**config.mk**
```make
export PLATFORM = sky130hd
export DESIGN_NAME = down_counter_timer
export DESIGN_NICKNAME = d
export VERILOG_FILES = /design/src/rtl/down_counter_timer.sv
export SDC_FILE = /design/constraint.sdc
export NUM_CORES = 1
export LEC_CHECK = 0
export ABC_AREA = 1
export BUFFER_PORTS_ARGS = -buffer_cell sky130_fd_sc_hd__buf_2
export CAP_MARGIN = 25
export CORE_MARGIN = 5
export CORE_UTILIZATION = 45
export DETAILED_ROUTE_END_ITERATION = 10
export PLACE_DENSITY = 0.71
export SLEW_MARGIN = 20
export SYNTH_ARGS = -nofsm -noshare
export SYNTH_HDL_FRONTEND = slang
export SYNTH_SLANG_ARGS = --single-unit
```
**constraint.sdc**
```tcl
create_clock -name clk -period 1.2 [get_ports clk]
set_input_delay 0.12 -clock clk [delete_from_list [all_inputs] [get_ports clk]]
set_output_delay 0.12 -clock clk [all_outputs]
set_load 0.02 [all_outputs]
```
**src/rtl/down_counter_timer.sv**
```systemverilog
// down_counter_timer: loadable down-counter with pause/resume, a one-cycle
// done pulse on reaching zero and optional auto-reload of the last loaded value.
// All outputs are registered; reset is synchronous and active-low.
module down_counter_timer #(
  parameter int WIDTH       = 4,
  parameter bit AUTO_RELOAD = 1'b0
) (
  input  logic             clk,
  input  logic             rst,
  input  logic             load,
  input  logic [WIDTH-1:0] load_val,
  input  logic             start,
  input  logic             pause,
  input  logic             tick,
  output logic [WIDTH-1:0] q,
  output logic             busy,
  output logic             done
);

  typedef enum logic [1:0] {
    ST_IDLE = 2'd0,
    ST_RUN  = 2'd1,
    ST_HOLD = 2'd2,
    ST_DONE = 2'd3
  } state_t;

  localparam logic [WIDTH-1:0] ZERO = '0;
  localparam logic [WIDTH-1:0] ONE  = WIDTH'(1);

  state_t           state_reg, state_next;
  logic [WIDTH-1:0] q_reg, q_next;
  logic [WIDTH-1:0] rl_reg, rl_next;
  logic             done_reg, done_next;
  logic             busy_reg, busy_next;

  // Next-state, next-count and registered-output decode; load overrides the FSM.
  always_comb begin
    state_next = state_reg;
    q_next     = q_reg;
    rl_next    = rl_reg;
    done_next  = 1'b0;

    if (load) begin
      q_next     = load_val;
      rl_next    = load_val;
      state_next = ST_IDLE;
    end else begin
      case (state_reg)
        ST_IDLE: begin
          // Starting from zero would finish immediately; it is simply refused.
          if (start && (q_reg != ZERO)) begin
            state_next = ST_RUN;
          end
        end
        ST_RUN: begin
          if (pause) begin
            state_next = ST_HOLD;
          end else if (tick) begin
            if (q_reg > ONE) begin
              q_next = q_reg - ONE;
            end else begin
              // Covers q==1 and guards against underflow should q ever be 0 here.
              q_next     = ZERO;
              done_next  = 1'b1;
              state_next = ST_DONE;
            end
          end
        end
        ST_HOLD: begin
          if (start) begin
            state_next = ST_RUN;
          end
        end
        ST_DONE: begin
          // A zero reload value would spin through DONE forever, so it never restarts.
          if ((AUTO_RELOAD || start) && (rl_reg != ZERO)) begin
            q_next     = rl_reg;
            state_next = ST_RUN;
          end
        end
        default: begin
          state_next = ST_IDLE;
        end
      endcase
    end

    busy_next = (state_next == ST_RUN) || (state_next == ST_HOLD);
  end

  // State and output registers with synchronous active-low reset.
  always_ff @(posedge clk) begin
    if (!rst) begin
      state_reg <= ST_IDLE;
      q_reg     <= ZERO;
      rl_reg    <= ZERO;
      done_reg  <= 1'b0;
      busy_reg  <= 1'b0;
    end else begin
      state_reg <= state_next;
      q_reg     <= q_next;
      rl_reg    <= rl_next;
      done_reg  <= done_next;
      busy_reg  <= busy_next;
    end
  end

  assign q    = q_reg;
  assign busy = busy_reg;
  assign done = done_reg;

endmodule

```
==> results of run 1 <==
==> kinds of logic (layout without fill, tap and decap cells) <==
| group | count (synthesis) | count (layout) | synth area share |
|---|---|---|---|
| XOR/XNOR | 1 | 1 | 0.0127 |
| AO/OA/AOI/OAI | 15 | 15 | 0.130 |
| flip-flops | 12 | 12 | 0.347 |
| AND/OR/NAND/NOR | 60 | 60 | 0.396 |
| buffers and inverters | 11 | 37 | 0.0597 |
| adder cells (fa/ha/maj) | 3 | 3 | 0.0543 |
==> cells in the final DEF, fill, tap and decap left out, drive strengths merged, types with 4 or more instances in the layout <==
cell and n:
o21ai 4, nand2 27, nor2 21, nand3 9, dfxtp 12, buf 22, clkbuf 4, a21oi 6
inv 11
==> critical path, cell delays in order, from the launching register on <==
cell,delay [ns]
sky130_fd_sc_hd__dfxtp_4,0.39
sky130_fd_sc_hd__inv_4,0.05
sky130_fd_sc_hd__ha_4,0.16
sky130_fd_sc_hd__buf_4,0.14
sky130_fd_sc_hd__xnor2_2,0.13
sky130_fd_sc_hd__o21bai_1,0.08
sky130_fd_sc_hd__a21oi_1,0.12
sky130_fd_sc_hd__nor2_1,0.05
==> area by class of cell <==
type                       instances  area [um2]  area share
tap                               16        20.0      0.0210
clock buffer                       4        36.3      0.0381
sequential                        12         250       0.262
multi-input combinational         79         470       0.493
inverter                          11        48.8      0.0512
timing repair buffer              22         128       0.134
==> path summary, 6_finish.rpt <==
check | startpoint | cells past startpoint | slack [ns] | to
hold / removal | pause | 2 | 0.04 | done$_SDFF_PP0_
hold reg to reg | rl_reg[1]$_SDFFE_PN0P_ | 2 | 0.49 | rl_reg[1]$_SDFFE_PN0P_
setup / recovery | q[0]$_SDFFE_PN0P_ | 7 | -0.01 | q[2]$_SDFFE_PN0P_
setup reg to reg | q[0]$_SDFFE_PN0P_ | 7 | -0.01 | q[2]$_SDFFE_PN0P_
==> cell usage after synthesis <==
master	count
sky130_fd_sc_hd__a21oi_2	1
sky130_fd_sc_hd__nand3_2	2
sky130_fd_sc_hd__inv_1	8
sky130_fd_sc_hd__nor3_1	1
sky130_fd_sc_hd__a31oi_1	1
sky130_fd_sc_hd__ha_1	3
sky130_fd_sc_hd__o21a_1	3
sky130_fd_sc_hd__inv_2	3
sky130_fd_sc_hd__dfxtp_1	12
sky130_fd_sc_hd__o21ai_0	3
sky130_fd_sc_hd__nor4_1	1
sky130_fd_sc_hd__nor2_1	18
sky130_fd_sc_hd__nand3_1	7
sky130_fd_sc_hd__nand2_1	22
sky130_fd_sc_hd__o21bai_1	1
sky130_fd_sc_hd__xnor2_1	1
sky130_fd_sc_hd__nor2_2	3
sky130_fd_sc_hd__nand3b_1	1
sky130_fd_sc_hd__nand2_2	5
sky130_fd_sc_hd__a21oi_1	5
sky130_fd_sc_hd__o21ai_1	1
==> power groups by stage <==
| stage | registers, W | clock network (W) | logic [W] |
|---|---|---|---|
| floorplan | 0.000471 | 0 | 0.000152 |
| global placement | 0.000454 | 0 | 0.000249 |
| detailed placement | 0.000455 | 0 | 0.000253 |
| CTS | 0.000448 | 0.000337 | 0.000268 |
| global route | 0.000455 | 0.000362 | 0.000324 |
| finish | 0.000449 | 0.000325 | 0.000294 |
==> stage by stage <==
stage / setup slack, ns / utilization / hold WS (ns) / power (W)
finish: -0.0129 / 0.640 / 0.0356 / 0.00107
global route: -0.0988 / 0.640 / 0.0390 / 0.00114
CTS: -0.0399 / 0.619 / 0.0300 / 0.00105
detailed placement: -0.0294 / 0.576 / 0.331 / 0.000707
global placement: -0.0189 / 0.576 / 0.325 / 0.000703
floorplan: 0.00244 / - / 0.196 / 0.000623
==> layer usage <==
layer / vias up / GRT usage / share of wire
li1: 380 / - / -
met1: 334 / 0.181 / 0.45
met2: 18 / 0.234 / 0.48
met3: 4 / 0.0581 / 0.062
met4: 0 / 0.0583 / 0.011
met5: - / 0 / 0
==> timing repair <==
action	CTS	global route
gates cloned	0	0
hold endpoints to repair	0	0
gates resized for setup	5	9
endpoints found under the setup margin	5	7
buffers inserted	1	0
pin swaps	10	4
==> impl_metrics.json, run 1 <==
{
  "synth.largest_area_cell": "sky130_fd_sc_hd__dfxtp_1",
  "pwr_density_cell_mw_per_mm2": 1120,
  "hold_buffers": 0,
  "number_of_antenna_violations_at_the_first_check_in_global_routing": 0,
  "power.switching_fraction": 0.310,
  "cp_data_required_time_ns": 1.38,
  "detail_route.drc_violations": 0,
  "violations": "setup timing",
  "netlist-cell-type-count": 21,
  "ir_drop_uv": 752,
  "mean_area_per_synthesized_cell_um2": 6.78,
  "floorplan.die.height_um": 49.2,
  "max_clock_freq_mhz": 824,
  "insertion_delay_ns": 0.28,
  "routed_wirelength_um": 1610,
  "cts_tree": "built",
  "worst_setup_start_kind": "register",
  "routabilityCongestion": 0.779,
  "overflow": 0,
  "final_min_period_over_clock_period": 1.01,
  "viasPerCell": 5.11,
  "num_antenna_cells": 0,
  "clk_pin_slew_worst_setup_hold_paths_ns": 0.08,
  "final_critical_path_setup_slack_ns": -0.0129,
  "first_global_vias": 692,
  "synth-warning-count": 0,
  "fillCellCount": 155,
  "placed_area_um2": 857,
  "maxSlewViolCount": 0,
  "setup.worst_path.end_class": "register",
  "p_clk_frac": 0.304,
  "grt.total_usage": 0.149,
  "num_vias": 736,
  "synth_cells": 102,
  "drtPass1Iterations": 4,
  "p_sw_w": 0.000331,
  "timing.hold.worst.class": "primary input to register",
  "max-cap-violations": 0,
  "start_util": 0.465,
  "root_buffer": "sky130_fd_sc_hd__clkbuf_4",
  "detail-route-antenna-nets": 0,
  "min_period_ns": 1.21,
  "synth_sequential_area_ratio": 0.347,
  "drt_first_iter_violations": 14,
  "criticalPathCategory": "register to register",
  "die-width_um": 49.2,
  "numPortBuffers": 15,
  "combinationalPowerShare": 0.275,
  "timing.clock.skew_ns": 0.00452,
  "grt_first_pass_wirelength_um": 2860,
  "cts_buffer_depth": 2,
  "ys_ff_latch": 12,
  "grt_start_max_net_pins": 10,
  "report.final.hold_viol_count": 0,
  "layout-drive-gt1-share": 0.414,
  "clkSinkCount": 12,
  "stdcell_count": 144,
  "core.rowCount": 14,
  "place.detailed.instances": 139,
  "cell_types_with_the_largest_area_share_after_synthesis": "sky130_fd_sc_hd__dfxtp_1, sky130_fd_sc_hd__nand2_1, sky130_fd_sc_hd__nor2_1, sky130_fd_sc_hd__ha_1, sky130_fd_sc_hd__nand3_1",
  "design.final.nets": 142,
  "syn-num-nets": 115,
  "relative_area_change_from_synthesis_to_final_layout_pct": 37.8,
  "tritoncts.num_buffers": 3,
  "htreeDepth": 1,
  "route.detailed.wl_per_inst_um": 11.2,
  "design_area_um2": 953,
  "syn_area_um2": 692,
  "dp.final_hpwl_um": 1270,
  "arrival_ns": 1.39,
  "unrepaired_setup_endpoints_after_global_routing": "true",
  "core_mm2": 0.00149,
  "intPower_w": 0.000737,
  "sum_of_negative_setup_slack_ns": -0.0129,
  "ioPinCount": 16,
  "portion_of_total_power_attributed_to_sequential_cells": 0.420,
  "yosysTopAreaCellShare": 0.347,
  "cp_max_fo": 4,
  "run_status": "complete, but fails checks",
  "setup_viol": 1,
  "timing.slew.headroom": 0.835,
  "worstMarginPinSlew_ns": 0.246,
  "dieArea_mm2": 0.00242,
  "power_leakage_nw": 0.457
}
No activity file was read; power rests on OpenSTA's default activity.
==> run 2: changes to the inputs <==
--- a/config.mk
+++ b/config.mk
@@ -5,11 +5,11 @@
 export SDC_FILE = /design/constraint.sdc
 export NUM_CORES = 1
 export LEC_CHECK = 0
-export ABC_AREA = 1
+export ABC_AREA = 0
 export BUFFER_PORTS_ARGS = -buffer_cell sky130_fd_sc_hd__buf_2
 export CAP_MARGIN = 25
 export CORE_MARGIN = 5
-export CORE_UTILIZATION = 45
+export CORE_UTILIZATION = 44
 export DETAILED_ROUTE_END_ITERATION = 10
 export PLACE_DENSITY = 0.71
 export SLEW_MARGIN = 20
==> run 2 against run 1 <==
Effect of this change: the run still ends with setup timing left; utilization up 14 points; clock power about the same; total power grew 3.0%; critical path type unchanged; global-route usage up 3.4 points; clock skew is 0.0025 ns lower; worst setup slack worse by 0.49 ns; die area shrank 4.2%; final cell count shrank 9.7%; synthesized cell count decreased by 25%.
==> impl_metrics.json, run 2 <==
{
  "run_status": "complete, but fails checks",
  "violations": "setup timing",
  "core_mm2": 0.00133,
  "worst_setup_start_kind": "register",
  "detail-route-antenna-nets": 0,
  "root_buffer": "sky130_fd_sc_hd__clkbuf_4",
  "relative_area_change_from_synthesis_to_final_layout_pct": 61.7,
  "portion_of_total_power_attributed_to_sequential_cells": 0.394,
  "synth-warning-count": 0,
  "dieArea_mm2": 0.00232,
  "num_vias": 714,
  "ir_drop_uv": 925,
  "ys_ff_latch": 12,
  "yosysTopAreaCellShare": 0.375,
  "regToRegStartpoint": "rl_reg[0]$_SDFFE_PN0P_",
  "dp.final_hpwl_um": 1420,
  "p_clk_frac": 0.297,
  "numPortBuffers": 15,
  "die-width_um": 48.2,
  "detail_route.drc_violations": 0,
  "max_clock_freq_mhz": 587,
  "arrival_ns": 1.88,
  "clkSinkCount": 12,
  "mean_area_per_synthesized_cell_um2": 8.32,
  "overall_power_consumption_w": 0.00110,
  "pwr_density_cell_mw_per_mm2": 1060,
  "drtPass1Iterations": 4,
  "start_util": 0.480,
  "cts_tree": "built",
  "timing.critical_path.from": "rl_reg[0]$_SDFFE_PN0P_",
  "power.switching_fraction": 0.293,
  "synth_flop_cell": "sky130_fd_sc_hd__dfxtp_1",
  "overflow": 0,
  "stdcell_count": 130,
  "layout-drive-gt1-share": 0.513,
  "report.final.hold_viol_count": 0,
  "tritoncts.num_buffers": 3,
  "syn-num-nets": 90,
  "synth-async-reset-ratio": 0,
  "clk_pin_slew_worst_setup_hold_paths_ns": 0.08,
  "cp_slowest_stage_delay_ns": 0.53,
  "worstMarginPinSlew_ns": 0.330,
  "synth_sequential_area_ratio": 0.375,
  "final_critical_path_setup_slack_ns": -0.503,
  "viasPerCell": 5.49,
  "setup_viol": 8,
  "setup.worst_path.end_class": "register",
  "combinationalPowerShare": 0.309,
  "syn_area_um2": 641,
  "unrepaired_setup_endpoints_after_global_routing": "true",
  "postCtsSetupBuffers": 0,
  "place.detailed.instances": 126,
  "number_of_antenna_violations_at_the_first_check_in_global_routing": 0,
  "p_sw_w": 0.000322,
  "htreeDepth": 1,
  "sum_of_negative_setup_slack_ns": -2.43,
  "critical_path_cell_by_cell": "or4_4 -> a221o_2 -> a21boi_1 -> o21a_1",
  "post-synth-top-count-cell": "sky130_fd_sc_hd__dfxtp_1",
  "design.final.nets": 129,
  "cell_types_with_the_largest_area_share_after_synthesis": "sky130_fd_sc_hd__dfxtp_1, sky130_fd_sc_hd__ha_1, sky130_fd_sc_hd__nand2_1, sky130_fd_sc_hd__nor2_1, sky130_fd_sc_hd__a21oi_1",
  "intPower_w": 0.000778,
  "floorplan.die.height_um": 48.2,
  "cp_data_required_time_ns": 1.37,
  "min_period_ns": 1.70,
  "first_global_vias": 635,
  "worst_hold_startpoint": "pause",
  "timing.clock.skew_ns": 0.00206,
  "final_min_period_over_clock_period": 1.42,
  "timing.hold.worst.class": "primary input to register",
  "layout_commonest_cell": "sky130_fd_sc_hd__buf_4",
  "placed_area_um2": 935,
  "grt_first_pass_wirelength_um": 2880,
  "hold_buffers": 0,
  "slowest_stage": "sky130_fd_sc_hd__or4_4",
  "design_area_mm2": 0.00104,
  "mostFrequentLayoutCells": "sky130_fd_sc_hd__buf_4, sky130_fd_sc_hd__buf_2, sky130_fd_sc_hd__dfxtp_1",
  "routed_wirelength_um": 1820,
  "cp_max_fo": 6,
  "grt_start_max_net_pins": 11,
  "drt_first_iter_violations": 14,
  "synth.largest_area_cell": "sky130_fd_sc_hd__dfxtp_1",
  "cts_buffer_depth": 2,
  "synth_top_cells_by_count": "sky130_fd_sc_hd__dfxtp_1, sky130_fd_sc_hd__nand2_1, sky130_fd_sc_hd__nor2_1",
  "insertion_delay_ns": 0.27,
  "synth_cells": 77,
  "netlist-cell-type-count": 32,
  "grt.total_usage": 0.184,
  "core.rowCount": 13,
  "timing.slew.headroom": 0.777,
  "ioPinCount": 16,
  "num_antenna_cells": 0,
  "power_leakage_nw": 0.454,
  "route.detailed.wl_per_inst_um": 14.0,
  "routabilityCongestion": 0.818,
  "maxSlewViolCount": 0,
  "criticalPathCategory": "register to register",
  "max-cap-violations": 0,
  "number_of_enable_type_register_cells_in_the_synthesized_netlist": 0
}
==> run 2: cell type report <==
type,instances,area (um2)
clock buffers,4,36.3
repair buffers,35,240
well taps,15,18.8
flip-flops and latches,12,248
fillers,98,298
multi-input cells,59,469
inverters,5,23.8
==> run 2: what timing repair did <==
item / in CTS / in global routing
endpoints found under the hold margin: 0 / 0
pin swaps: 4 / 2
resized for setup: 7 / 6
cloned: 0 / 0
setup endpoints to repair: 8 / 8
==> run 2: cells by family after synthesis <==
group | Yosys count | synth area share
fa+ha+maj | 3 | 0.0586
flops | 12 | 0.375
simple gates | 30 | 0.236
mux | 1 | 0.0156
buf+inv | 6 | 0.0352
compound gates | 24 | 0.266
xor+xnor | 1 | 0.0137
==> run 2: final timing paths <==
check | end | slack [ns] | cells after the start
worst max-delay path | q[1]$_SDFFE_PN0P_ | -0.50 | 4
worst min-delay path | state_reg[0]$_SDFF_PN0_ | 0.08 | 2
worst max register to register | q[1]$_SDFFE_PN0P_ | -0.50 | 4
worst min register to register | rl_reg[0]$_SDFFE_PN0P_ | 0.58 | 2
==> run 2: metal layers <==
metal  vias up  global-route usage  routed length, um
li1        366                   -                  -
met5         -                   0                  0
met4         0              0.0968                 31
met1       320               0.239                827
met2        24               0.286                885
met3         4              0.0332                 79
==> run 2: worst max-delay path: cells and delay by family, from the launching register on <==
family / cells / cell delay [ns]
AO/OA/AOI/OAI: 3 / 0.76
flip-flops: 1 / 0.31
AND/OR/NAND/NOR: 1 / 0.53
==> run 2: power by group through the flow <==
stage	sequential, W	clock, W	combinational, W
2_1_floorplan	0.000469	0	0.000143
3_3_place_gp	0.000442	0	0.000299
3_5_place_dp	0.000444	0	0.000301
4_1_cts	0.000434	0.000328	0.000323
5_1_grt	0.000438	0.000363	0.000366
6_report	0.000434	0.000327	0.000339
==> run 2: per-stage QoR <==
step	hold slack [ns]	utilization	setup slack [ns]
after global routing	0.0587	0.777	-0.524
final	0.0787	0.777	-0.503
after CTS	0.0801	0.757	-0.492
after floorplan	0.218	-	-0.432
after detailed placement	0.360	0.701	-0.471
after global placement	0.366	0.701	-0.440
